$ cat config.mk
export PLATFORM = sky130hd
export DESIGN_NAME = imm_gen_pipe
export DESIGN_NICKNAME = d
export VERILOG_FILES = /design/src/rtl/imm_gen_pipe.sv
export SDC_FILE = /design/constraint.sdc
export NUM_CORES = 1
export LEC_CHECK = 0
export BUFFER_PORTS_ARGS = -buffer_cell sky130_fd_sc_hd__clkbuf_2
export CORE_UTILIZATION = 56
export DETAILED_ROUTE_END_ITERATION = 16
export PLACE_DENSITY = 0.86
export SLEW_MARGIN = 20
export SYNTH_ARGS = -nofsm -noshare
export SYNTH_HDL_FRONTEND = slang
export SYNTH_SLANG_ARGS = --single-unit
$ cat constraint.sdc
create_clock -name clk -period 2.4 [get_ports clk]
set_input_delay 0.12 -clock clk [delete_from_list [all_inputs] [get_ports clk]]
set_output_delay 0.12 -clock clk [all_outputs]
set_load 0.1 [all_outputs]
$ cat src/rtl/imm_gen_pipe.sv
// Pipelined RV32I/RV64I immediate decoder with a registered output stage, a
// one-entry skid slot behind it, and a saturating count of accepted illegal opcodes.
module imm_gen_pipe #(
  parameter int unsigned XLEN  = 32,
  parameter int unsigned CNT_W = 8
) (
  input  logic             clk,
  input  logic             rst_n,
  input  logic             in_valid,
  output logic             in_ready,
  input  logic [31:0]      in_inst,
  output logic             out_valid,
  input  logic             out_ready,
  output logic [XLEN-1:0]  out_imm,
  output logic [2:0]       out_fmt,
  output logic             out_illegal,
  output logic [31:0]      out_inst,
  input  logic             cnt_clr,
  output logic [CNT_W-1:0] illegal_cnt
);

  typedef enum logic [1:0] {EMPTY, ONE, TWO} occ_e;
  typedef enum logic [2:0] {
    FMT_R = 3'd0, FMT_I = 3'd1, FMT_S = 3'd2, FMT_B = 3'd3, FMT_U = 3'd4, FMT_J = 3'd5
  } fmt_e;

  localparam bit IS64 = (XLEN == 64);

  occ_e             state_q, state_d;
  logic [XLEN-1:0]  out_imm_q, out_imm_d, skid_imm_q, skid_imm_d;
  fmt_e             out_fmt_q, out_fmt_d, skid_fmt_q, skid_fmt_d;
  logic             out_ill_q, out_ill_d, skid_ill_q, skid_ill_d;
  logic [31:0]      out_inst_q, out_inst_d, skid_inst_q, skid_inst_d;
  logic [CNT_W-1:0] cnt_q, cnt_d;

  logic [31:0]      imm32;
  logic [XLEN-1:0]  dec_imm;
  fmt_e             dec_fmt;
  logic             dec_ill;
  logic             fire_in;

  always_comb begin
    imm32   = '0;
    dec_fmt = FMT_R;
    dec_ill = 1'b0;
    unique case (in_inst[6:0])
      7'b0000011, 7'b0010011, 7'b1100111, 7'b1110011, 7'b0001111: begin
        dec_fmt = FMT_I;
        imm32   = {{21{in_inst[31]}}, in_inst[30:20]};
      end
      7'b0011011: begin
        if (IS64) begin
          dec_fmt = FMT_I;
          imm32   = {{21{in_inst[31]}}, in_inst[30:20]};
        end else begin
          dec_ill = 1'b1;
        end
      end
      7'b0100011: begin
        dec_fmt = FMT_S;
        imm32   = {{21{in_inst[31]}}, in_inst[30:25], in_inst[11:7]};
      end
      7'b1100011: begin
        dec_fmt = FMT_B;
        imm32   = {{20{in_inst[31]}}, in_inst[7], in_inst[30:25], in_inst[11:8], 1'b0};
      end
      7'b0110111, 7'b0010111: begin
        dec_fmt = FMT_U;
        imm32   = {in_inst[31:12], 12'b0};
      end
      7'b1101111: begin
        dec_fmt = FMT_J;
        imm32   = {{12{in_inst[31]}}, in_inst[19:12], in_inst[20], in_inst[30:21], 1'b0};
      end
      7'b0110011: ;
      7'b0111011: dec_ill = !IS64;
      default:    dec_ill = 1'b1;
    endcase
    // Sign-extending cast covers the U-type widening above bit 31 when XLEN=64.
    dec_imm = XLEN'($signed(imm32));
  end

  assign out_valid = (state_q != EMPTY);
  assign in_ready  = (state_q != TWO);
  assign fire_in   = in_valid & in_ready;

  always_comb begin
    state_d     = state_q;
    out_imm_d   = out_imm_q;
    out_fmt_d   = out_fmt_q;
    out_ill_d   = out_ill_q;
    out_inst_d  = out_inst_q;
    skid_imm_d  = skid_imm_q;
    skid_fmt_d  = skid_fmt_q;
    skid_ill_d  = skid_ill_q;
    skid_inst_d = skid_inst_q;
    cnt_d       = cnt_q;

    unique case (state_q)
      EMPTY: begin
        if (fire_in) state_d = ONE;
      end
      ONE: begin
        if (out_ready)    state_d = fire_in ? ONE : EMPTY;
        else if (fire_in) state_d = TWO;
      end
      TWO: begin
        if (out_ready) begin
          state_d     = ONE;
          out_imm_d   = skid_imm_q;
          out_fmt_d   = skid_fmt_q;
          out_ill_d   = skid_ill_q;
          out_inst_d  = skid_inst_q;
        end
      end
      default: state_d = EMPTY;
    endcase

    // A new beat goes straight to the output stage unless it is stalled, then to skid.
    if (fire_in) begin
      if (state_q == EMPTY || out_ready) begin
        out_imm_d  = dec_imm;
        out_fmt_d  = dec_fmt;
        out_ill_d  = dec_ill;
        out_inst_d = in_inst;
      end else begin
        skid_imm_d  = dec_imm;
        skid_fmt_d  = dec_fmt;
        skid_ill_d  = dec_ill;
        skid_inst_d = in_inst;
      end
    end

    if (cnt_clr)                              cnt_d = '0;
    else if (fire_in && dec_ill && cnt_q != '1) cnt_d = cnt_q + 1'b1;
  end

  always_ff @(posedge clk or negedge rst_n) begin
    if (!rst_n) begin
      state_q     <= EMPTY;
      out_imm_q   <= '0;
      out_fmt_q   <= FMT_R;
      out_ill_q   <= 1'b0;
      out_inst_q  <= '0;
      skid_imm_q  <= '0;
      skid_fmt_q  <= FMT_R;
      skid_ill_q  <= 1'b0;
      skid_inst_q <= '0;
      cnt_q       <= '0;
    end else begin
      state_q     <= state_d;
      out_imm_q   <= out_imm_d;
      out_fmt_q   <= out_fmt_d;
      out_ill_q   <= out_ill_d;
      out_inst_q  <= out_inst_d;
      skid_imm_q  <= skid_imm_d;
      skid_fmt_q  <= skid_fmt_d;
      skid_ill_q  <= skid_ill_d;
      skid_inst_q <= skid_inst_d;
      cnt_q       <= cnt_d;
    end
  end

  assign out_imm     = out_imm_q;
  assign out_fmt     = out_fmt_q;
  assign out_illegal = out_ill_q;
  assign out_inst    = out_inst_q;
  assign illegal_cnt = cnt_q;

endmodule
Word level (Yosys, flattened, before mapping)
Index checks and enable logic that the tools add are counted.
W data, S select, Z words.
{"block": "totals", "reg_bits": 146, "input_bits": 37, "output_inout_bits": 78, "wordCells": 69}
{"block": "classes", "n_addsub": 1, "n_eq_ne": 18, "n_mux": 27, "n_bitwise": 2, "n_reduce_logical": 11}
{"op": "$mux W32", "n": 8}
{"op": "$pmux W32 S5", "n": 1}
{"op": "$eq A7 B7 Y1 const B", "n": 4}
{"op": "$eq A7 B6 Y1 const B", "n": 3}
{"op": "$mux W8", "n": 2}
{"op": "$pmux W3 S5", "n": 1}
{"op": "$eq A7 B5 Y1 const B", "n": 2}
{"op": "$mux W3", "n": 4}
{"op": "$reduce_or A11 Y1", "n": 1}
{"op": "$add A8 B1 Y8 const B", "n": 1}
{"op": "$mux W2", "n": 4}
{"op": "$ne A8 B8 Y1 const B", "n": 1}
{"op": "$eq A7 B2 Y1 const B", "n": 1}
{"op": "$eq A7 B4 Y1 const B", "n": 1}
{"op": "$mux W1", "n": 6}
{"op": "$ne A2 B2 Y1 const B", "n": 3}
{"op": "$pmux W2 S3", "n": 1}
{"op": "$reduce_or A5 Y1", "n": 1}
{"op": "$reduce_bool A2 Y1", "n": 2}
{"op": "$ne A3 B3 Y1 const B", "n": 1}
{"op": "$reduce_and A3 Y1", "n": 1}
{"op": "$eq A2 B1 Y1 const B", "n": 1}
{"op": "$eq A2 B2 Y1 const B", "n": 1}
{"op": "$logic_and A1 B1 Y1", "n": 2}
{"op": "6 further kinds", "n": 6}

Depth between registers and ports, before layout
Gate-level depths: netlist of run 1.
{"block": "logic_depth", "ltp_word": 7, "depth_mapped": 8, "mapped_depth_nobuf": 6}

Least setup slack after synthesis of run 1
No wires, ideal clock.
{"block": "synth_timing", "path_type": "register to register", "start": "register state_q[0]", "end": "register out_imm_q[22] (netlist: out_imm[22])", "setup_ns": 0.086, "arrival_time_ns": 2.430, "required_ns": 2.314, "path_slack_ns": -0.116, "path_stages_with_launch": 7, "path_buffers": 2, "synth_period_minus_slack_ns": 2.516, "cell_sequence": "dfrtp_1 nand2b_1 nor2_1 clkbuf_1 buf_1 nand2_1 a32oi_1"}
{"block": "synth_via", "word_cells_on_any_way": 8, "classes_between": "2 x eq/ne; 3 x mux; 1 x bitwise; 2 x reduce/logical"}
{"item": "start: declaration", "line_no": "29", "rtl": "occ_e state_q, state_d;"}
{"item": "start signal: assignment", "line_no": "151", "rtl": "state_q <= state_d;"}
{"item": "$ne A2 B2 Y1", "line_no": "84", "rtl": "assign in_ready = (state_q != TWO);"}
{"item": "net in_ready", "line_no": "10", "rtl": "output logic in_ready,"}
{"item": "$and A1 B1 Y1", "line_no": "85", "rtl": "assign fire_in = in_valid & in_ready;"}
{"item": "$mux W32", "line_no": "120", "rtl": "if (fire_in) begin"}
{"item": "net out_imm_d[22]", "line_no": "30", "rtl": "logic [XLEN-1:0] out_imm_q, out_imm_d, skid_imm_q, skid_imm_d;"}
{"item": "end signal: assignment", "line_no": "152", "rtl": "out_imm_q <= out_imm_d;"}
{"item": "end: declaration", "line_no": "30"}
The timed path passes the listed nets, and every way through them passes these cells.
A chain may end at the register's enable or synchronous reset.

Worst setup path after layout of run 1
{"block": "layout_timing", "start": "register state_q[0]", "end": "register out_imm_q[30] (netlist: out_imm[30])"}
{"block": "layout_via", "elab_chain_cells": 4, "word_cells_on_any_way": 8, "classes_between": "2 x eq/ne; 3 x mux; 1 x bitwise; 2 x reduce/logical"}
{"item": "$eq A2 B2 Y1 or $logic_not A2 Y1 (tied branches)", "line_no": "99, 121"}
{"item": "$mux W32 or $logic_or A1 B1 Y1 (tied branches)", "line_no": "99, 121"}
{"item": "$mux W32", "line_no": "121", "rtl": "if (state_q == EMPTY || out_ready) begin"}
{"item": "$mux W32 *", "line_no": "120"}
{"item": "net out_imm_d[30]", "line_no": "30"}
Mark *: on every way through the listed nets, which the timed path passes. The rest lies on a longest branch.

==> impl_metrics.toml, run 1 <==
[outcome]
outcome = "finished, final reports clean"

[sta]
hold_violations = 0
tightest_slew_ps = 772
rsz0062_at_grt = "no"
final_max_slew_viol_count = 0
clock-skew-final_ps = 4.23
max_freq_ghz = 0.493
fin_crit_ps = 2030
setup-tns-final_ps = 0
relSlewSlack_pct = 48.4
setup_violations = 0
min_period_over_period_pct = 84.4

[setup_path]
arrival_ps = 2350
worstPathRequired_ps = 2720
endpoint_kind = "flop"
criticalPathCategory = "flop to flop"
r2r_end = "out_imm[30]$_DFF_PN0_"
worstRegToRegCells = 5
critPathLaunch = "state_q[0]$_DFFE_PN0P_"
critPathCapture = "out_imm[30]$_DFF_PN0_"
crit_path_max_fanout = 27
r2r-start = "state_q[0]$_DFFE_PN0P_"
rrSetupSlack_ps = 370
startpoint_type = "flop"

[detailed_routing]
ant_nets = 0
drc_errors = 0
drt_first_pass_iters = 7
num_vias = 6216
routed_wl_um = 18100
vias_per_cell = 5.99
wl_per_cell_um = 17.4
drtIter0Drc = 546

[finish]
layout.nets = 921
fillers = 856
antennaDiodeCount = 0
post-route-util_pct = 71.1
layout-drive-gt1-share_pct = 19.0
syn2layout_area_growth_pct = 23.2

[power_and_ir_drop]
peakVddDrop_mv = 1.29
p_per_area_nw_per_um2 = 1240
p_leak_nw = 3.95
finalPower_mw = 10.1

[yosys]
yosys_warnings = 0
synth-edff-count = 0
ys_ff_latch = 146
synth_most_common_cell = "nand2_1"
synth-async-reset-ratio_pct = 100
ys_seq_area_share_pct = 55.5
syn_nets = 802
yosysTopAreaCell = "dfrtp_1"
synth-main-ff-cell = "dfrtp_1"
syn_area_sq_um = 6590
synthCells = 764
synth_area_leaders = "dfrtp_1 55%, nand2_1 16%, a21oi_1 4.3%, a31oi_1 4.2%, nor2_1 3.9%"
syn-mean-instance-area_sq_um = 8.62
synth_top_area_share_pct = 55.5
synth_common_cells = "275 x nand2_1, 146 x dfrtp_1, 68 x nor2_1"
ys_types = 46

[global_route]
grt_overflow_total = 0
grt_max_degree = 61
grt_pass1_vias = 6157
track_usage_pct = 31.1
grt_pass1_wl_um = 30200
antenna_found_initial = 0

[job]
max-cap-violations = 0

[placed_design]
gp_congestion = 0.845
hpwl_um = 11000
port-buffer-count = 114

[clock_tree]
cts_resized = 0
clk_pin_slew_ps = 60
cts_max_level = 4
numCtsBuffers = 17
clk_latency_ps = 420
cts.sink_count = 146
tritoncts = "yes"
root_buffer = "clkbuf_16"
cts_max_path_buffers = 2

[die]
ios = 115
start_util_pct = 57.7
die_area_sq_um = 12200
core_sq_um = 11400
die_width_um = 110
rows = 39
dieHeight_um = 110

[hold_path]
min_path_type = "input port to flop"
-- state kept, by name, summed over array words and instances (netlist names) --
register	cells
skid_fmt_q	3
out_illegal	1
out_inst	32
illegal_cnt	8
out_fmt	3
skid_ill_q	1
skid_imm_q	32
skid_inst_q	32
state_q	2
out_imm	32
-- layout make-up --
class,count,area [sq um],area share [%]
Multi-Input combinational cell,557,2710,33.3
Clock buffer,25,515,6.35
Timing Repair Buffer,154,987,12.2
Inverter,7,26.3,0.324
Tap cell,143,179,2.20
Clock inverter,5,50.0,0.616
Sequential cell,146,3650,45.0
-- layout by cell type, fill, tap and decap left out, types with 6 or more instances in the layout --
cell             n
a21oi_1         56
a31oi_1         44
a32oi_1         19
buf_4           12
clkbuf_16       17
clkbuf_2       113
clkbuf_8         6
dfrtp_1        146
dlygate4sd3_1   24
inv_1            7
nand2_1        274
nand3_1         12
nor2_1          66
o21ai_0         17
-- worst min-delay path by stage --
stage | start | to | slack, ps | cells past startpoint
3_3_place_gp | rst_n | out_imm[10]$_DFF_PN0_ | 100 | 1
5_1_grt | in_inst[26] | skid_inst_q[26]$_DFFE_PN0P_ | 30 | 3
4_1_cts | in_inst[26] | skid_imm_q[6]$_DFFE_PN0P_ | 1 | 3
6_report | in_inst[26] | skid_imm_q[6]$_DFFE_PN0P_ | 20 | 3
2_1_floorplan | rst_n | illegal_cnt[0]$_DFFE_PN0P_ | -180 | 0
3_5_place_dp | rst_n | out_imm[10]$_DFF_PN0_ | 110 | 1
-- logic make-up (layout without fill, tap and decap cells) --
kind of cell	after synthesis	after routing	share of synthesized area, %
AO/OA/AOI/OAI	162	162	15.6
XOR/XNOR	3	3	0.399
adder cells (fa/ha/maj)	1	1	0.190
buffers and inverters	61	191	3.89
flip-flops	146	146	55.5
multiplexers	6	6	0.988
AND/OR/NAND/NOR	385	385	23.5
-- report_power, final --
part | switching [mW] | internal (mW)
registers | 0.381 | 3.08
logic | 3.39 | 0.678
clock network | 0.964 | 1.57
-- stage by stage --
| step | setup slack [ps] | std cells | cell area [sq um] | hold WS, ps |
|---|---|---|---|---|
| 2_1_floorplan | 18.0 | 764 | 6590 | -176 |
| 3_3_place_gp | 491 | 983 | 7310 | 102 |
| 3_5_place_dp | 421 | 983 | 7310 | 109 |
| 4_1_cts | 421 | 1037 | 8120 | 1.12 |
| 5_1_grt | 244 | 1037 | 8120 | 27.6 |
| 6_report | 374 | 1037 | 8120 | 17.0 |
-- worst max-delay path, stage by stage (launching register included) --
cell and delay, ps:
dfrtp_1 440, nand2b_2 230, or2_2 510, buf_4 420, nand2_1 100, a32oi_1 200
-- layer usage --
metal | vias up | GRT usage, % | part of all wire [%]
li1 | 2829 | - | -
met1 | 3027 | 41.2 | 41
met2 | 308 | 48.6 | 49
met3 | 52 | 7.46 | 7.5
met4 | 0 | 14.6 | 2.9
met5 | - | 0 | 0
-- what timing repair did --
| action | CTS | global route |
|---|---|---|
| hold buffers | 24 | 0 |
| buffers inserted | 0 | 0 |
| hold endpoints to repair | 103 | 0 |
No activity file was read; power rests on OpenSTA's default activity.
==> run 2: changes to the inputs <==
Settings changed: CORE_UTILIZATION 56 to 51, PLACE_DENSITY 0.86 to 0.83.
Clock period 2.4 ns to 1.82 ns, I/O delays scaled along.
==> run 2 against run 1 <==
Final cell count up 6.1%. Total power grew 35%. Clock power rose by 40%. Utilization fell by 3.9 points. The run now ends with negative setup slack left. Non-clock buffer count rose by 32. Register-to-register slack worse by 420 ps. Design area up 4.5%. Largest cell class unchanged. Global-route usage decreased by 1.7 points.
==> impl_metrics.toml, run 2 (synthesized netlist as in run 1, its figures left out) <==
[clock_tree]
cts_max_path_buffers = 2
clk_latency_ps = 420
cts.sink_count = 146
cts_max_level = 4
root_buffer = "clkbuf_16"
clk_pin_slew_ps = 60
tritoncts = "yes"
numCtsBuffers = 17
postCtsSetupRepairBufs = 0

[power_and_ir_drop]
peakVddDrop_mv = 1.24
p_comb_share_pct = 40.4
p_leak_nw = 4.09
pwr-share-clk_pct = 26.1
p_sw_share_pct = 47.4
p_switching_mw = 6.44
power.internal_mw = 7.14
p_per_area_nw_per_um2 = 1600
p_seq_share_pct = 33.4

[finish]
most-common-layout-cells = "274 x nand2_1, 138 x dfrtp_1, 113 x clkbuf_2"
multi_input_area_sq_um = 2750
fillers = 1038
layout.nets = 953
final_common_cell = "nand2_1"
layout-drive-gt1-share_pct = 23.2
antennaDiodeCount = 0
fin_cells = 1100
syn2layout_area_growth_pct = 28.8
ff_latch_area_sq_um = 3670

[setup_path]
rrSetupSlack_ps = -50
crit_path_max_fanout = 6
worstPathRequired_ps = 2160
r2r-start = "illegal_cnt[1]$_DFFE_PN0P_"
arrival_ps = 2210
r2r_end = "illegal_cnt[5]$_DFFE_PN0P_"
worstRegToRegCells = 6
criticalPathCategory = "flop to flop"
endpoint_kind = "flop"
startpoint_type = "flop"

[die]
start_util_pct = 52.2
rows = 41
dieHeight_um = 116
die_width_um = 116
core_sq_um = 12600
ios = 115
die_area_sq_um = 13400

[sta]
setup_violations = 2
final_max_slew_viol_count = 0
relSlewSlack_pct = 57.9
fin_crit_ps = 1870
whs_ps = 16.3
tightest_slew_ps = 629
max_freq_ghz = 0.536
min_period_over_period_pct = 103
rsz0062_at_grt = "yes"
clock-skew-final_ps = 7.14
hold_violations = 0
finalWorstSetupSlack_ps = -46.3

[detailed_routing]
vias_per_cell = 5.70
num_vias = 6268
wl_per_cell_um = 17.0
ant_nets = 0
drc_errors = 0
drt_first_pass_iters = 6
routed_wl_um = 18700
drtIter0Drc = 517

[global_route]
grt_max_degree = 51
grt_pass1_wl_um = 30200
antenna_found_initial = 0
grt_overflow_total = 0
track_usage_pct = 29.4
grt_pass1_vias = 6130

[outcome]
outcome = "finished, violations left"
violations = "negative setup slack"

[placed_design]
gp_congestion = 0.832
dp.cells = 1040
hpwl_um = 11500
port-buffer-count = 114

[hold_path]
whs_endpoint = "skid_inst_q[4]$_DFFE_PN0P_"
min_path_type = "input port to flop"
worstHoldStart = "in_inst[4]"
min_path_cells = 3

[job]
max-cap-violations = 0
-- run 2: cell count changes in the layout (fill, tap and decap cells not counted), moves of 4 or more --
cell | previous run | this run
dfrtp_1 | 146 | 138
dlygate4sd3_1 | 24 | 28
buf_4 | 12 | 41
inv_6 | 0 | 5
dfrtp_2 | 0 | 6
clkbuf_8 | 6 | 2
-- run 2: power groups by stage --
stage	clock network [mW]	logic [mW]	registers, mW
finish	3.55	5.49	4.53
global route	3.72	5.74	4.61
CTS	3.56	5.46	4.52
detailed placement	0	5.38	4.55
global placement	0	5.30	4.53
floorplan	0	1.17	7.70
-- run 2: repair_timing --
action	CTS	global route
setup endpoints to repair	1	7
resized for setup	0	3
pin swaps	0	2
hold endpoints to repair	117	0
hold buffers	28	0
cloned	0	0
-- run 2: cell type report --
type / count / share of cell area, %
Clock inverter: 13 / 1.76
Timing Repair Buffer: 186 / 14.4
Sequential cell: 146 / 43.3
Inverter: 7 / 0.310
Multi-Input combinational cell: 557 / 32.4
Clock buffer: 19 / 5.34
Tap cell: 172 / 2.54
-- run 2: how the worst max path moves through the flow --
stage / start / to / slack (ps) / cells past startpoint
2_1_floorplan: illegal_cnt[1]$_DFFE_PN0P_ / illegal_cnt[6]$_DFFE_PN0P_ / -180 / 7
3_3_place_gp: illegal_cnt[1]$_DFFE_PN0P_ / illegal_cnt[4]$_DFFE_PN0P_ / 30 / 7
3_5_place_dp: illegal_cnt[1]$_DFFE_PN0P_ / illegal_cnt[5]$_DFFE_PN0P_ / 20 / 6
5_1_grt: illegal_cnt[0]$_DFFE_PN0P_ / illegal_cnt[5]$_DFFE_PN0P_ / -110 / 6
4_1_cts: illegal_cnt[0]$_DFFE_PN0P_ / illegal_cnt[4]$_DFFE_PN0P_ / -1 / 7
6_report: illegal_cnt[1]$_DFFE_PN0P_ / illegal_cnt[5]$_DFFE_PN0P_ / -50 / 6
-- run 2: critical path: stages, from the launching register on --
cell and delay [ps]:
dfrtp_4 490, ha_4 170, nand3_2 60, o211ai_1 90
a211o_1 310, or4_1 520, a21oi_2 150
-- run 2: routing by layer --
metal  GRT usage (%)  part of all wire, %  vias to the layer above
met5               0                    0                        -
met3            6.64                  6.5                       63
met1            37.7                   40                     3010
met2            47.0                   49                      296
met4            15.4                  4.0                        0
li1                -                    -                     2899
-- run 2: metrics by stage --
| step | utilization (%) | instance area, sq um | total power [mW] | setup WS (ps) | setup TNS, ps |
|---|---|---|---|---|---|
| detailed placement | 60.1 | 7590 | 9.93 | 22.0 | 0 |
| floorplan | - | 6630 | 8.86 | -179 | -2830 |
| CTS | 67.1 | 8470 | 13.5 | -1.44 | -1.44 |
| global route | 67.2 | 8480 | 14.1 | -113 | -393 |
| finish | 67.2 | 8480 | 13.6 | -46.3 | -68.8 |
| global placement | 60.1 | 7590 | 9.83 | 26.3 | 0 |
